==> config.mk <==
export PLATFORM = sky130hd
export DESIGN_NAME = fifo_tlp
export DESIGN_NICKNAME = d
export VERILOG_FILES = /design/src/rtl/fifo_tlp.sv
export SDC_FILE = /design/constraint.sdc
export NUM_CORES = 1
export LEC_CHECK = 0
export BUFFER_PORTS_ARGS = -buffer_cell sky130_fd_sc_hd__buf_4
export CORE_MARGIN = 5
export CORE_UTILIZATION = 63
export CTS_CLUSTER_SIZE = 12
export DETAILED_ROUTE_END_ITERATION = 10
export GPL_ROUTABILITY_DRIVEN = 0
export HOLD_SLACK_MARGIN = 0.03
export PLACE_DENSITY = 0.85
export SETUP_SLACK_MARGIN = 0.02
export SLEW_MARGIN = 20
export SYNTH_ARGS = -nofsm -noshare
export SYNTH_HDL_FRONTEND = slang
export SYNTH_SLANG_ARGS = --single-unit
==> constraint.sdc <==
create_clock -name clk -period 4.35 [get_ports clk]
set_input_delay 0.87 -clock clk [delete_from_list [all_inputs] [get_ports clk]]
set_output_delay 0.87 -clock clk [all_outputs]
set_load 0.05 [all_outputs]
==> src/rtl/fifo_tlp.sv <==
// fifo_tlp: single-clock TLP word FIFO with registered read, programmable almost flags and sticky error.
// Ports: clk/reset (sync, active-high); push+data_in write; pop -> data_out/valid_out one cycle later;
// umbral_full/umbral_empty thresholds; count/full/empty/almost_full/almost_empty status; error sticky.
module fifo_tlp #(
  parameter int DATA_WIDTH = 10,
  parameter int ADDR_WIDTH = 3
) (
  input  logic                  clk,
  input  logic                  reset,
  input  logic                  push,
  input  logic [DATA_WIDTH-1:0] data_in,
  input  logic                  pop,
  output logic [DATA_WIDTH-1:0] data_out,
  output logic                  valid_out,
  input  logic [ADDR_WIDTH:0]   umbral_full,
  input  logic [ADDR_WIDTH:0]   umbral_empty,
  output logic [ADDR_WIDTH:0]   count,
  output logic                  full,
  output logic                  empty,
  output logic                  almost_full,
  output logic                  almost_empty,
  output logic                  error
);
  localparam logic [ADDR_WIDTH:0] DEPTH = (ADDR_WIDTH+1)'(1) << ADDR_WIDTH;
  logic [DATA_WIDTH-1:0] mem [2**ADDR_WIDTH];
  logic [ADDR_WIDTH-1:0] wr_ptr_q, wr_ptr_d, rd_ptr_q, rd_ptr_d;
  logic [ADDR_WIDTH:0]   count_q, count_d;
  logic [DATA_WIDTH-1:0] data_out_q, data_out_d;
  logic                  valid_q, valid_d, error_q, error_d;
  logic                  push_ok, pop_ok;
  assign count        = count_q;
  assign full         = count_q == DEPTH;
  assign empty        = count_q == '0;
  assign almost_full  = count_q >= umbral_full;
  assign almost_empty = count_q <= umbral_empty;
  assign data_out     = data_out_q;
  assign valid_out    = valid_q;
  assign error        = error_q;
  always_comb begin
    pop_ok     = pop && !empty;
    // a full FIFO still takes a push when a pop frees the slot on the same edge
    push_ok    = push && (!full || pop_ok);
    wr_ptr_d   = wr_ptr_q + ADDR_WIDTH'(push_ok);
    rd_ptr_d   = rd_ptr_q + ADDR_WIDTH'(pop_ok);
    count_d    = count_q + (ADDR_WIDTH+1)'(push_ok) - (ADDR_WIDTH+1)'(pop_ok);
    data_out_d = pop_ok ? mem[rd_ptr_q] : data_out_q;
    valid_d    = pop_ok;
    error_d    = error_q || (push && !push_ok) || (pop && !pop_ok);
  end
  always_ff @(posedge clk) begin
    if (reset) begin
      wr_ptr_q   <= '0;
      rd_ptr_q   <= '0;
      count_q    <= '0;
      data_out_q <= '0;
      valid_q    <= 1'b0;
      error_q    <= 1'b0;
    end else begin
      wr_ptr_q   <= wr_ptr_d;
      rd_ptr_q   <= rd_ptr_d;
      count_q    <= count_d;
      data_out_q <= data_out_d;
      valid_q    <= valid_d;
      error_q    <= error_d;
    end
  end
  always_ff @(posedge clk)
    if (!reset && push_ok) mem[wr_ptr_q] <= data_in;
endmodule
### After elaboration in Yosys (flattened, before gate mapping)

Memories as Yosys holds them, arrays and structs flattened. A register that Yosys moved wholly into a read port is not among the register bits.
Cells that the tools add are included.
W data, S select, Z words.

* flip-flop bits (word level): 12
* bits in writable memories: 80
* input bits: 22
* output and inout port bits: 20
* logic and storage cells: 29
* memories kept: 1

Memory list
* mem: depth 8, width 10, rd ports 1, clocked after memory_dff 1, write ports 1, line 25 `logic [DATA_WIDTH-1:0] mem [2**ADDR_WIDTH];`

* $add $sub $neg: 4
* order comparisons: 2
* equal/unequal tests: 1
* mux-type cells: 2
* reductions and logical operators: 14

Operators by type and width (number)
* $add A3 B1 Y3: 2
* $logic_and A1 B1 Y1: 5
* $logic_not A1 Y1: 5
* $add A4 B1 Y4: 1
* $eq A4 B4 Y1 const B: 1
* $ge A4 B4 Y1: 1
* $le A4 B4 Y1: 1
* $logic_not A4 Y1: 1
* $sub A4 B1 Y4: 1
* $logic_or A1 B1 Y1: 3
* $mux W1: 2

### Longest topological paths before layout

* word-level depth: 9
* depth in mapped cells: 12
* depth with buffers taken out: 12

### Least setup slack after synthesis

Ideal clock, no wire load.

* kind: flip-flop to flip-flop
* from: reg count_q[3] (netlist: count[3])
* to: reg count_q[2] (netlist: count[2])
* setup time: 0.128 ns
* data arrival time: 3.496 ns
* data required time: 4.222 ns
* setup slack: 0.726 ns
* cell stages (with the launch flop): 12
* path buffers: 0
* clock period less this slack: 3.624 ns
* path through: dfxtp_1 ha_1 nor3b_1 a21boi_2 inv_1 ha_1 inv_1 ha_1 inv_1 fa_1 xor2_1 nor2_1

* elaborated cells on any way between the ends: 9
* those cells by class: 2 x add/sub; 1 x eq/ne; 6 x reduce/logical

RTL lines
* start, declared: line 27 `logic [ADDR_WIDTH:0] count_q, count_d;`
* start signal, assigned: line 61 `count_q <= count_d;`
* $eq A4 B4 Y1: line 32 `assign full = count_q == DEPTH;`
* named net full: line 18 `output logic full,`
* $logic_not A1 Y1: line 42 `push_ok = push && (!full || pop_ok);`
* $logic_or A1 B1 Y1: line 42
* $logic_and A1 B1 Y1: line 42
* $add A4 B1 Y4: line 45 `count_d = count_q + (ADDR_WIDTH+1)'(push_ok) - (ADDR_WIDTH+1)'(pop_ok);`
* $sub A4 B1 Y4: line 45

The timed path passes the listed nets, and every way through them passes these cells.
A chain may end at the register's enable or synchronous reset.

### Worst setup path after layout

* from: in umbral_empty[1]
* to: out almost_empty

* cells in the longest elaborated chain, start to end: 1

Ends and longest elaborated chain
* start, declared: line 16 `input logic [ADDR_WIDTH:0] umbral_empty,`
* $le A4 B4 Y1: line 35 `assign almost_empty = count_q <= umbral_empty;`
* end, declared: line 21 `output logic almost_empty,`

No other way between the ends.

==> results.py <==
metrics = {
    "synth": {
        "async_flop_share_pct": 0,
        "synth_top_area_cell": "edfxtp_1",
        "syn_area_per_cell_sq_um": 15.8,
        "synth_top_area_share_pct": 56.4,
        "synth_ff_type": "edfxtp_1",
        "synth_edf_count": 80,
        "synth_area_sq_um": 4260,
        "ys_ff_latch": 102,
        "ys_types": 35,
        "yosys_warnings": 0,
        "synth_nets": 311,
        "ys_top_cells_by_area": "edfxtp_1 56%, dfxtp_1 10%, mux2i_1 9.4%",
        "syn_inst": 270,
        "yosysSeqAreaShare_pct": 66.8,
    },
    "cts": {
        "cts_buffers": 9,
        "cts-htree-levels": 3,
        "cts_root_buffer": "clkbuf_8",
        "cts.sinks": 102,
        "post-cts-setup-buffer-count": 0,
        "cts_max_path_buffers": 2,
        "hold_buffers": 0,
        "cts_tree": "yes",
        "path_clk_slew_ps": 80,
        "cts_resized": 0,
        "worst_skew_pair.late_latency_ps": 360,
    },
    "sta": {
        "slew_headroom_pct": 24.3,
        "hold_viol_final": 0,
        "finClkSkew_ps": 10.3,
        "setup-violations-final": 0,
        "worst_pin_slew_ps": 1130,
        "fin_tns_setup_ps": 0,
        "fmax_mhz": 332,
        "rsz0062_at_grt": "false",
        "slew_violations": 0,
        "final.period_utilization_pct": 69.2,
        "fin_crit_ps": 3010,
    },
    "setup_path": {
        "start_kind": "input pin",
        "end_kind": "output pin",
        "cp_max_fo": 2,
        "required_ps": 3480,
        "critPathKind": "input pin to output pin",
        "crit_arrival_ps": 2140,
        "r2r_setup_slack_ps": 1800,
    },
    "final_layout": {
        "seq_area_sq_um": 2840,
        "diodes": 0,
        "multi_input_area_sq_um": 1260,
        "drive_above_1_share_pct": 22.4,
        "final_area_sq_um": 4830,
        "syn2layout_area_growth_pct": 13.4,
        "num-fill-cells": 440,
        "fin_nets": 357,
    },
    "grt": {
        "track_usage_pct": 20.1,
        "grt_pass1_wl_mm": 12.5,
        "grt_max_degree": 42,
        "grt_overflow": 0,
        "grt_pass1_vias": 2367,
        "antenna_found_initial": 0,
    },
    "floorplan": {
        "boundaryPins": 42,
        "dieWidth_um": 92.2,
        "start_util_pct": 63.7,
        "core_sq_um": 6680,
        "die_h_um": 92.2,
        "dieArea_sq_um": 8500,
        "rows": 30,
    },
    "place": {
        "place_area_sq_um": 4600,
        "io_buffers": 41,
        "hpwl_mm": 5.01,
    },
    "route": {
        "drt_first_pass_iters": 5,
        "wl_per_cell_um": 19.9,
        "num_vias": 2405,
        "viasPerCell": 6.00,
        "drcViolationCount": 0,
        "wl_mm": 7.98,
        "drtIter0Drc": 171,
        "ant_nets": 0,
    },
    "hold_path": {
        "hold_class": "flip-flop to flip-flop",
    },
    "power_and_ir_drop": {
        "p_per_area_nw_per_um2": 574,
        "leakagePower_nw": 1.80,
        "peakVddDrop_mv": 0.424,
    },
    "outcome": {
        "outcome": "finished, final reports clean",
    },
    "job": {
        "cap_viol_max_count": 0,
    },
}
-- layout by cell type, fill, tap and decap left out --
master | Yosys | final
a21boi_2 | 1 | 1
nand3b_1 | 1 | 1
xnor2_1 | 3 | 3
nand2b_2 | 1 | 1
nor2_8 | 1 | 1
o21a_1 | 2 | 2
nor4_2 | 0 | 2
edfxtp_1 | 80 | 80
clkbuf_1 | 1 | 2
nand2_1 | 2 | 2
dfxtp_1 | 22 | 21
a21o_1 | 5 | 5
nand4_1 | 1 | 1
nand2b_1 | 2 | 2
clkbuf_8 | 2 | 11
dfxtp_2 | 0 | 1
o21ai_0 | 1 | 1
nand2b_4 | 1 | 1
a22oi_1 | 20 | 20
nor3b_2 | 1 | 1
or3b_2 | 1 | 1
mux2i_1 | 40 | 40
nor2_2 | 2 | 2
and2_1 | 1 | 1
nor2b_1 | 8 | 8
nor3b_1 | 1 | 1
inv_1 | 14 | 14
bufinv_16 | 0 | 2
clkinvlp_4 | 0 | 1
inv_2 | 1 | 1
buf_4 | 2 | 46
nor2_1 | 13 | 13
ha_1 | 18 | 18
xor2_1 | 1 | 1
a21oi_1 | 2 | 2
fa_1 | 1 | 1
a32o_1 | 10 | 10
-- registers in the layout (all words and copies together) (netlist names) --
name	flops
rd_ptr_q	3
mem	80
wr_ptr_q	3
data_out	10
valid_out	1
error	1
count	4
-- worst max-delay path, cell delays in order --
cell and delay [ps]:
buf_4 70, inv_1 30, ha_1 290, nor2b_1 150, o21a_1 160, o21a_1 160
o21ai_0 160, buf_4 230
-- where the power goes --
| part | switching (mW) | internal, mW |
|---|---|---|
| combinational | 0.566 | 0.357 |
| clock | 0.300 | 0.356 |
| sequential | 0.0580 | 1.13 |
-- cell usage after synthesis, drive strengths merged (2+ instances only) --
master,number
a32o,10
nand2b,4
nand2,2
nor2,16
buf,8
o21a,2
inv,15
a21oi,2
ha,18
xnor2,3
a22oi,20
dfxtp,22
clkbuf,3
mux2i,40
nor3b,2
nor4,2
nor2b,8
a21o,5
edfxtp,80
-- logic make-up after synthesis --
| family | Yosys count | share of synthesized area (%) |
|---|---|---|
| flip-flops | 102 | 66.8 |
| AO/OA/AOI/OAI | 41 | 7.73 |
| multiplexers | 40 | 9.40 |
| AND/OR/NAND/NOR | 38 | 5.52 |
| buffers and inverters | 26 | 4.00 |
| adder cells (fa/ha/maj) | 19 | 5.76 |
| XOR/XNOR | 4 | 0.823 |
-- path summary, 6_finish.rpt --
| kind | startpoint | end | cells after the start |
|---|---|---|---|
| hold reg to reg | data_out[3]$_SDFFE_PP0P_ | data_out[3]$_SDFFE_PP0P_ | 1 |
| setup reg to reg | count[2]$_SDFF_PP0_ | mem[5][6]$_DFFE_PP_ | 6 |
| hold / removal | data_out[3]$_SDFFE_PP0P_ | data_out[3]$_SDFFE_PP0P_ | 1 |
| setup / recovery | umbral_empty[1] | almost_empty | 8 |
-- per-layer routing --
metal  up-vias  routed length (um)  GRT usage [%]
li1       1114                   -              -
met1      1182                3240           25.2
met2        98                4150           34.5
met3        11                 482           3.94
met4         0                 112           7.92
met5         -                   0              0
-- area by class of cell --
class | count | share of cell area, %
clock buffer | 13 | 3.29
clock inverter | 3 | 1.40
inverter | 15 | 1.17
multi-input combinational | 142 | 26.0
sequential | 102 | 58.9
tap | 80 | 2.07
timing repair buffer | 46 | 7.15
-- per-stage QoR --
stage	utilization [%]	power, mW	std cells	hold WS (ps)	worst slack, ps
finish	72.3	2.77	401	473	1340
CTS	72.3	2.78	401	478	1340
detailed placement	68.9	2.14	385	458	1340
global route	72.3	2.90	401	492	1250
global placement	68.9	2.11	385	449	1420
floorplan	-	1.93	270	488	726
Power figures use the tool's default switching activity.
